### config.mk
export PLATFORM = sky130hd
export DESIGN_NAME = mux_arb_n_flat
export DESIGN_NICKNAME = d
export VERILOG_FILES = /design/src/rtl/mux_arb_n_if.sv /design/src/rtl/mux_arb_n.sv /design/src/flat_wrapper.sv
export SDC_FILE = /design/constraint.sdc
export NUM_CORES = 1
export LEC_CHECK = 0
export ABC_CLOCK_PERIOD_IN_PS = 9700
export CORE_ASPECT_RATIO = 0.7
export CORE_MARGIN = 3
export CORE_UTILIZATION = 56
export DETAILED_ROUTE_END_ITERATION = 12
export GPL_TIMING_DRIVEN = 0
export PLACE_DENSITY = 0.9
export SETUP_SLACK_MARGIN = 0.1
export SYNTH_ARGS = -nofsm -noshare
export SYNTH_HDL_FRONTEND = slang
export SYNTH_SLANG_ARGS = --single-unit
### constraint.sdc
create_clock -name clk -period 9.7 [get_ports clk]
set_input_delay 1.94 -clock clk [delete_from_list [all_inputs] [get_ports clk]]
set_output_delay 1.94 -clock clk [all_outputs]
set_load 0.02 [all_outputs]
### src/rtl/mux_arb_n_if.sv
// Handshake bundle between the mux_arb_n block and its producers/consumer.
interface mux_arb_n_if #(
    parameter int unsigned WIDTH    = 5,
    parameter int unsigned CHANNELS = 8
);
    localparam int unsigned SEL_W = $clog2(CHANNELS);

    logic                      mode;
    logic [SEL_W-1:0]          controlador;
    logic [CHANNELS-1:0]       in_valid;
    logic [CHANNELS*WIDTH-1:0] in_data;
    logic [CHANNELS-1:0]       in_ready;
    logic                      out_valid;
    logic [WIDTH-1:0]          out_data;
    logic [SEL_W-1:0]          out_sel;
    logic                      out_ready;

    // Environment side: drives channel offers, mode and downstream ready.
    modport master (
        output mode, controlador, in_valid, in_data, out_ready,
        input  in_ready, out_valid, out_data, out_sel
    );

    // Block side.
    modport slave (
        input  mode, controlador, in_valid, in_data, out_ready,
        output in_ready, out_valid, out_data, out_sel
    );
endinterface

### src/rtl/mux_arb_n.sv
// N-channel mux/arbiter: direct select or round-robin into a single-entry output register.
module mux_arb_n #(
    parameter int unsigned WIDTH    = 5,
    parameter int unsigned CHANNELS = 8
) (
    input logic        clk,
    input logic        reset_n,
    mux_arb_n_if.slave bus
);
    localparam int unsigned SEL_W = $clog2(CHANNELS);

    logic [SEL_W-1:0]    ptr;
    logic                can_accept;
    logic [CHANNELS-1:0] grant;
    logic [SEL_W-1:0]    grant_idx;
    logic [SEL_W-1:0]    rr_idx;
    logic                found;
    logic                xfer;
    logic [WIDTH-1:0]    sel_data;

    // Output register can take a new entry when empty or draining this cycle.
    always_comb can_accept = !bus.out_valid || bus.out_ready;

    // Grant decision: one-hot from controlador in mode 0, first valid from ptr in mode 1.
    always_comb begin
        grant     = '0;
        grant_idx = '0;
        rr_idx    = '0;
        found     = 1'b0;
        if (!bus.mode) begin
            // Out-of-range controlador matches no channel, so nothing is granted.
            for (int unsigned i = 0; i < CHANNELS; i++) begin
                if (SEL_W'(i) == bus.controlador) begin
                    grant[i]  = 1'b1;
                    grant_idx = SEL_W'(i);
                end
            end
        end else begin
            for (int unsigned k = 0; k < CHANNELS; k++) begin
                rr_idx = SEL_W'((32'(ptr) + 32'(k)) % CHANNELS);
                if (!found && bus.in_valid[rr_idx]) begin
                    found         = 1'b1;
                    grant[rr_idx] = 1'b1;
                    grant_idx     = rr_idx;
                end
            end
        end
    end

    // Ready is the grant qualified by space in the output register and reset.
    always_comb bus.in_ready = grant & {CHANNELS{can_accept && reset_n}};

    // A transfer happens on the single ready channel when it is also valid.
    always_comb xfer = |(bus.in_valid & bus.in_ready);

    // Data of the granted channel; only feeds the output register.
    always_comb begin
        sel_data = '0;
        for (int unsigned i = 0; i < CHANNELS; i++) begin
            if (grant[i]) begin
                sel_data = bus.in_data[i*WIDTH +: WIDTH];
            end
        end
    end

    // Output register and round-robin pointer.
    always_ff @(posedge clk or negedge reset_n) begin
        if (!reset_n) begin
            bus.out_valid <= 1'b0;
            bus.out_data  <= '0;
            bus.out_sel   <= '0;
            ptr           <= '0;
        end else begin
            if (xfer) begin
                bus.out_valid <= 1'b1;
                bus.out_data  <= sel_data;
                bus.out_sel   <= grant_idx;
                if (bus.mode) begin
                    if (grant_idx == SEL_W'(CHANNELS - 1)) begin
                        ptr <= '0;
                    end else begin
                        ptr <= grant_idx + SEL_W'(1);
                    end
                end
            end else if (bus.out_ready) begin
                bus.out_valid <= 1'b0;
            end
        end
    end
endmodule

### src/flat_wrapper.sv
// flat-port wrapper written by rule: the top's interface ports become plain ports
module mux_arb_n_flat 
#(
    parameter int unsigned WIDTH    = 5,
    parameter int unsigned CHANNELS = 8
)
  (clk, reset_n, bus_mode, bus_controlador, bus_in_valid, bus_in_data, bus_out_ready, bus_in_ready, bus_out_valid, bus_out_data, bus_out_sel);
  mux_arb_n_if #(.WIDTH(WIDTH), .CHANNELS(CHANNELS)) bus_i ();
  input logic clk;
  input logic reset_n;
  input wire logic [$bits(bus_i.mode)-1:0] bus_mode;
  input wire logic [$bits(bus_i.controlador)-1:0] bus_controlador;
  input wire logic [$bits(bus_i.in_valid)-1:0] bus_in_valid;
  input wire logic [$bits(bus_i.in_data)-1:0] bus_in_data;
  input wire logic [$bits(bus_i.out_ready)-1:0] bus_out_ready;
  output wire logic [$bits(bus_i.in_ready)-1:0] bus_in_ready;
  output wire logic [$bits(bus_i.out_valid)-1:0] bus_out_valid;
  output wire logic [$bits(bus_i.out_data)-1:0] bus_out_data;
  output wire logic [$bits(bus_i.out_sel)-1:0] bus_out_sel;
  assign bus_i.mode = bus_mode;
  assign bus_i.controlador = bus_controlador;
  assign bus_i.in_valid = bus_in_valid;
  assign bus_i.in_data = bus_in_data;
  assign bus_i.out_ready = bus_out_ready;
  assign bus_in_ready = bus_i.in_ready;
  assign bus_out_valid = bus_i.out_valid;
  assign bus_out_data = bus_i.out_data;
  assign bus_out_sel = bus_i.out_sel;
  mux_arb_n #(.WIDTH(WIDTH), .CHANNELS(CHANNELS)) u_core (.clk(clk), .reset_n(reset_n), .bus(bus_i));
endmodule
==> summary.txt, run 1 <==
Status
  – Status: complete, no violations

Clocking
  – Cts repair resizes: 0
  – Hold Buf Count CTS: 0
  – CTS root buffer: clkbuf_8
  – Post-CTS setup buffer count: 0
  – Clock transition at path regs: 0.05 ns
  – CTS tree: yes
  – Clk_lat worst skew: 0.25 ns
  – Clk buf depth: 2
  – CTS H-tree depth: 1
  – Num CTS Buffers: 3
  – Clk sinks: 12

Detailed routing
  – Routed WL: 12.87 mm
  – DRT iter0 DRCs: 770
  – DR vias: between 4,000 and 5,000
  – Vias/cell: ~7.4
  – ANT nets after route: 0
  – Drt pass-1 iters: 6
  – WL/cell: 23.35 microns
  – Residual DRC count: 0

Pwr
  – Sequential power share: between 6 and 7%
  – Int Pwr: ~600 uW
  – Combinational power share: 89.7%
  – Power consumption: around 1.5 mW
  – Switching power: 894.8 uW
  – P_leak: 1.437 nW
  – Max VDD drop: about 0.34 mV
  – Clock power share: 3.7%
  – Sw frac: 60.07%
  – Pwr/cell area: 382.7 nW/um^2

Placed design
  – I/O Buffers: 66
  – Placed wire-length estimate: slightly above 10 mm
  – Post-DP Area: 3837 sq um
  – Routability cong.: 1.111
  – Worst slack, placed: ~2.2 ns

Yosys
  – Yosys reg bits: 12
  – Asr flop ratio synth: 100.0%
  – Avg Synthesized Cell Area: 7.501 sq um
  – Seq/Total Area, Yosys: 9.717%
  – Synthesized area: slightly above 3000 sq um
  – Post-Synthesis Cells: 412
  – Primary FF master, synth: dfrtp_1
  – Post-synth EDFFs: 0
  – Syn_nets: 475
  – Netlist cell types: 71
  – Synthesis Warnings: 0

Global routing
  – First-pass GRT wire length: 19.71 mm
  – Number of antenna violations at the first check in global routing: 0
  – Largest net degree at the start of global routing: 16
  – Vias in the first global route: ~3,700
  – All-Layer GR Usage: 39.64%
  – Grt ovf: 0

Critical path
  – Critical path arrival: about 5.8 ns
  – FF-to-FF path depth: 18
  – CP Max Fanout: 10
  – Flop-to-flop setup slack: 4.55 ns
  – CP endpoint kind: primary output
  – RR Endpoint: u_core.ptr[2]$_DFFE_PN0P_
  – Setup CP Type: input pin to primary output
  – Crit path launch: bus_in_valid[1]
  – R2R Path Start: u_core.ptr[0]$_DFFE_PN0P_
  – Req. time, crit path: between 7 and 8 ns
  – Critical Path Start Type: input pin

Cells and area
  – Layout cell share with drive strength beyond 1: around a tenth
  – Fin area: 3892 sq um
  – Syn-to-layout area delta: 25.95%
  – Number of fill cells: 379
  – ANT cells: 0
  – Nets: 546
  – Commonest non-fill, non-tap cell in the layout: clkdlybuf4s50_1
  – Leading cell types in the layout, fill and taps excluded: 66 x clkdlybuf4s50_1, 38 x nor2_1, 34 x nand2_1

Timing
  – Fmax: about 130 MHz
  – Final count of hold timing violations: 0
  – Fin Setup TNS: 0 ns
  – Setup Skew: about 0.0098 ns
  – Final worst slack: 1.984 ns
  – Max_slew headroom: 49.62%
  – Final min period: 7.716 ns
  – Worst-Margin Slew: 0.7534 ns
  – Setup-failing EPs final: 0
  – Unrepaired setup endpoints after global routing: false
  – Fin. max-slew vios: 0
  – Tcrit/Tclk final: 79.55%
  – WHS: 0.5123 ns

Floorplan
  – Die area: about 6500 sq um
  – Initial core utilization: approximately three fifths
  – Core Box Area: approximately 5000 sq um
  – Row count: 21
  – Die extent in x: about 95 microns
  – I/O Pins: 72
  – Die H: 68.16 microns

Hold path
  – Hold EP: u_core.bus.out_sel[1]$_DFFE_PN0P_
  – Hold path depth: 1
  – Hold Startpoint: u_core.bus.out_sel[1]$_DFFE_PN0P_
  – Worst Hold Class: flip-flop to flip-flop

Flow run
  – Max-Cap Viols: 0
==> cell type report <==
cell class	instances	area, sq um	area share, %
tap	69	86.33	2.218
multi-input combinational	363	2621	67.34
sequential	12	300.3	7.715
inverter	7	26.28	0.6750
buffer	30	142.6	3.664
clock buffer	4	55.05	1.414
timing repair buffer	66	660.6	16.97
==> worst max-delay path, cell delays in order <==
cell and delay [ns]:
clkdlybuf4s50_1 0.75, mux2i_1 0.27, mux4_2 0.62, buf_2 0.22, clkbuf_1 0.22, nor2_1 0.19
o22ai_1 0.13, a21boi_0 0.57, nor2_1 0.11, nor2_1 0.12, clkdlybuf4s50_1 0.62
==> cells in the mapped netlist, types with 5 or more instances <==
library cell   n  area [sq um]
o31ai_1        5         37.54
o21ai_0       28         140.1
ha_1           8         100.1
a31oi_1       15         93.84
o211ai_1       6         45.04
inv_1          6         22.52
and4_1         5         43.79
dfrtp_1       12         300.3
mux2_1         6         67.56
nand3_1       24         120.1
and2_1        11         68.82
mux2_2        12         135.1
o22a_1        11         96.34
nand2_1       34         127.6
a22oi_1        5         37.54
mux4_2         9         202.7
a311oi_1       8         70.07
o22ai_1        9         56.30
nor2_1        38         142.6
buf_2          6         30.03
a211oi_1       8         60.06
mux2i_1       18         180.2
nand2b_1       7         43.79
a21oi_1       16         80.08
a31o_2         7         61.31
nor3_1         7         35.03
clkbuf_1      20         75.07
nor2b_1        5         31.28
==> state kept, by name, summed over array words and instances, names as in the netlist <==
| name | flops |
|---|---|
| u_core.bus.out_data | 5 |
| u_core.bus.out_sel | 3 |
| u_core.bus.out_valid | 1 |
| u_core.ptr | 3 |
==> worst max-delay path by stage <==
stage / end / slack, ns
5_1_grt: bus_in_ready[3] / 1.74
2_1_floorplan: bus_in_ready[5] / 3.61
6_report: bus_in_ready[1] / 1.98
4_1_cts: bus_in_ready[6] / 2.20
3_5_place_dp: bus_in_ready[6] / 2.19
3_3_place_gp: bus_in_ready[3] / 2.22
==> per-layer routing <==
| layer | track usage [%] | vias up | share of wire, % |
|---|---|---|---|
| met2 | 57.68 | 355 | 41 |
| met4 | 8.273 | 0 | 2.6 |
| met5 | 0 | - | 0 |
| li1 | - | 1769 | - |
| met1 | 54.67 | 1895 | 38 |
| met3 | 16.70 | 65 | 18 |
==> power by group through the flow <==
stage               Combinational [mW]  Sequential (mW)  Clock, mW
floorplan                        0.876            0.115          0
global placement                  1.23           0.0948          0
detailed placement                1.25           0.0974          0
CTS                               1.26           0.0979     0.0554
global route                      1.40            0.101     0.0574
finish                            1.34           0.0988     0.0551
==> metrics by stage <==
stage	instances	util (%)
final	551	77.16
after floorplan	412	-
after CTS	551	77.16
after detailed placement	547	76.07
after global placement	547	76.07
after global routing	551	77.16
==> cell families (layout without fill, tap and decap cells) <==
| kind of cell | Yosys count | after routing | share of synthesized area [%] |
|---|---|---|---|
| buf+inv | 37 | 107 | 5.465 |
| fa+ha+maj | 8 | 8 | 3.239 |
| compound gates | 159 | 159 | 37.25 |
| flops | 12 | 12 | 9.717 |
| xor+xnor | 4 | 4 | 1.863 |
| mux | 45 | 45 | 18.95 |
| simple gates | 147 | 147 | 23.52 |
No activity file was read; power rests on OpenSTA's default activity.
==> run 2: changes to the inputs <==
Settings changed: ABC_CLOCK_PERIOD_IN_PS 9700 to 6600, CORE_UTILIZATION 56 to 47, PLACE_DENSITY 0.9 to 0.81.
Clock period 9.7 ns to 6.6 ns, I/O delays scaled along.
==> summary.txt, run 2 (synthesized netlist as in run 1, its figures left out) <==
Critical path
  – R2R Path Start: u_core.ptr[0]$_DFFE_PN0P_ (unchanged)
  – Top cell by count, worst path: clkdlybuf4s50_1 (was nor2_1)
  – Req. time, crit path: 5.28 ns (was 7.76 ns)
  – Delay of the slowest critical-path stage: 0.67 ns (was 0.75 ns)
  – FF-to-FF path depth: 18 (unchanged)
  – CP Max Fanout: 10 (unchanged)
  – Setup CP Type: input pin to primary output (unchanged)
  – RR Endpoint: u_core.ptr[2]$_DFFE_PN0P_ (unchanged)
  – Flop-to-flop setup slack: 1.57 ns (was 4.55 ns)
  – Critical Path Start Type: input pin (unchanged)
  – Crit-path cells: clkdlybuf4s50_1 > mux2i_2 > mux2_2 > a221o_1 > o211ai_2 > buf_6 > a211oi_1 > o21a_1 > clkbuf_1 > and2_1 > clkdlybuf4s50_1 (was clkdlybuf4s50_1 > mux2i_1 > mux4_2 > buf_2 > clkbuf_1 > nor2_1 > o22ai_1 > a21boi_0 > nor2_1 > nor2_1 > clkdlybuf4s50_1)
  – Crit path launch: bus_in_valid[1] (unchanged)
  – CP endpoint kind: primary output (unchanged)
  – Slowest CP cell: clkdlybuf4s50_1 (unchanged)
  – Critical path arrival: 5.10 ns (was 5.78 ns)

Flow run
  – Max-Cap Viols: 0 (unchanged)

Timing
  – Max_slew headroom: 46.56% (was 49.62%)
  – Worst-Margin Slew: 0.8016 ns (was 0.7534 ns)
  – Setup Skew: 0.005942 ns (was 0.009805 ns)
  – Final count of hold timing violations: 0 (unchanged)
  – Fin. max-slew vios: 0 (unchanged)
  – Tcrit/Tclk final: 97.32%
  – Fmax: 155.7 MHz
  – Unrepaired setup endpoints after global routing: true (was false)
  – Final min period: about 6.4 ns
  – Setup-failing EPs final: 0 (unchanged)
  – Fin Setup TNS: 0 ns (unchanged)

Detailed routing
  – Residual DRC count: 0 (unchanged)
  – Routed WL: 13.70 mm (was 12.87 mm)
  – ANT nets after route: 0 (unchanged)
  – WL/cell: 24.46 microns (was 23.35 microns)
  – DR vias: 4,006 (was 4,084)
  – Drt pass-1 iters: 6 (unchanged)
  – Vias/cell: 7.154 (was 7.412)
  – DRT iter0 DRCs: 467 (was 770)

Floorplan
  – Row count: 24 (was 21)
  – Initial core utilization: 49.01% (was 61.26%)
  – Core Box Area: 6306 sq um (was 5045 sq um)
  – Die extent in x: 102.9 microns (was 94.79 microns)
  – Die area: 7600 sq um (was 6460 sq um)
  – Die H: 73.85 microns (was 68.16 microns)
  – I/O Pins: 72 (unchanged)

Clocking
  – CTS root buffer: clkbuf_8 (unchanged)
  – Clk buf depth: 2 (unchanged)
  – Num CTS Buffers: 3 (unchanged)
  – CTS tree: yes (unchanged)
  – Clk sinks: 12 (unchanged)
  – Clock transition at path regs: 0.05 ns (about the same)
  – Post-CTS setup buffer count: 0 (unchanged)
  – Clk_lat worst skew: 0.24 ns (was 0.25 ns)
  – CTS H-tree depth: 1 (unchanged)

Hold path
  – Hold Startpoint: u_core.bus.out_valid$_DFFE_PN0P_ (was u_core.bus.out_sel[1]$_DFFE_PN0P_)
  – Worst Hold Class: flip-flop to flip-flop (unchanged)
  – Hold path depth: 2 (was 1)
  – Hold EP: u_core.bus.out_valid$_DFFE_PN0P_ (was u_core.bus.out_sel[1]$_DFFE_PN0P_)

Placed design
  – I/O Buffers: 66 (unchanged)
  – Placed wire-length estimate: 10.53 mm (was 10.07 mm)
  – Routability cong.: 1.019 (was 1.111)

Global routing
  – Grt ovf: 0 (unchanged)
  – Number of antenna violations at the first check in global routing: 0 (unchanged)
  – Largest net degree at the start of global routing: 16 (unchanged)
  – First-pass GRT wire length: 20.84 mm (was 19.71 mm)
  – Vias in the first global route: 3,742 (was 3,687)
  – All-Layer GR Usage: 35.76% (was 39.64%)

Cells and area
  – Commonest non-fill, non-tap cell in the layout: clkdlybuf4s50_1 (unchanged)
  – Leading cell types in the layout, fill and taps excluded: 66 x clkdlybuf4s50_1, 38 x nor2_1, 34 x nand2_1 (unchanged)
  – Number of fill cells: 583 (was 379)
  – Largest register FFs: 5 (unchanged)
  – Syn-to-layout area delta: 27.13% (was 25.95%)
  – Most flops, register: u_core.bus.out_data (unchanged)
  – Post-layout util: 62.30% (was 77.16%)
  – Layout cell share with drive strength beyond 1: 12.24% (was 10.58%)
  – Largest regs: u_core.bus.out_data (5), u_core.bus.out_sel (3), u_core.ptr (3) (unchanged)
  – Nets: 546 (unchanged)
  – ANT cells: 0 (unchanged)

Status
  – Status: complete, no violations (unchanged)

Pwr
  – Max VDD drop: 0.4317 mV (was 0.3388 mV)
  – Pwr/cell area: 567.9 nW/um^2 (was 382.7 nW/um^2)
  – P_leak: 1.444 nW (was 1.437 nW)
==> run 2: worst max-delay path: cells and delay by family <==
| family | cells | cell delay (ns) |
|---|---|---|
| buf+inv | 4 | 1.81 |
| simple gates | 1 | 0.18 |
| mux | 2 | 0.70 |
| compound gates | 4 | 1.07 |
==> run 2: area by class of cell <==
| class | instances | area, sq um | area share [%] |
|---|---|---|---|
| clock buffer | 4 | 55.05 | 1.401 |
| tap | 78 | 97.59 | 2.484 |
| inverter | 7 | 26.28 | 0.6688 |
| sequential | 12 | 300.3 | 7.643 |
| timing repair buffer | 66 | 660.6 | 16.82 |
| multi-input combinational | 363 | 2644 | 67.29 |
| buffer | 30 | 145.1 | 3.694 |
==> run 2: metrics by stage <==
stage	worst slack, ns	area [sq um]	std cells	power, mW	hold slack, ns
2_1_floorplan	1.751	3090	412	1.457	0.6095
3_3_place_gp	0.2240	3849	556	2.024	0.4743
3_5_place_dp	0.2224	3849	556	2.029	0.4791
4_1_cts	0.1801	3904	560	2.124	0.5181
5_1_grt	0.07497	3929	560	2.359	0.5424
6_report	0.1767	3929	560	2.231	0.5222
==> run 2: routing by layer <==
metal,vias to the layer above,track usage [%],wire [microns]
li1,1764,-,-
met1,1876,52.43,5718
met2,324,50.11,5592
met3,42,12.43,2020
met4,0,7.615,363
met5,-,0,0
==> run 2: where the power goes <==
group / internal, mW / switching, mW
logic: 0.720 / 1.29
registers: 0.111 / 0.0340
clock network: 0.0527 / 0.0274
==> run 2: how the worst max path moves through the flow <==
| stage | end | slack (ns) | cells past startpoint |
|---|---|---|---|
| after floorplan | bus_in_ready[5] | 1.75 | 10 |
| after global placement | bus_in_ready[6] | 0.22 | 10 |
| after detailed placement | bus_in_ready[3] | 0.22 | 11 |
| after CTS | bus_in_ready[3] | 0.18 | 11 |
| after global routing | bus_in_ready[3] | 0.07 | 11 |
| final | bus_in_ready[3] | 0.18 | 11 |
==> run 2: what timing repair did <==
item                       in CTS  in global routing
hold buffers                    0                  0
setup endpoints to repair       0                  5
resized for setup               0                 10
==> run 3: changes to the inputs <==
Settings changed: ABC_CLOCK_PERIOD_IN_PS 6600 to 8300, CORE_UTILIZATION 47 to 56, PLACE_DENSITY 0.81 to 0.9.
Clock period 6.6 ns to 8.3 ns, I/O delays scaled along.
==> results of run 3 <==
The final DEF is identical to that of run 1. Status: complete, no violations.
Main changes from that run: setup slack after placement 2.186 ns -> 1.346 ns; setup slack after layout 1.984 ns -> 1.144 ns; register-to-register setup slack 4.55 ns -> 3.15 ns; total power 1.490 mW -> 1.741 mW; worst IR drop on VDD 0.3388 mV -> 0.3959 mV
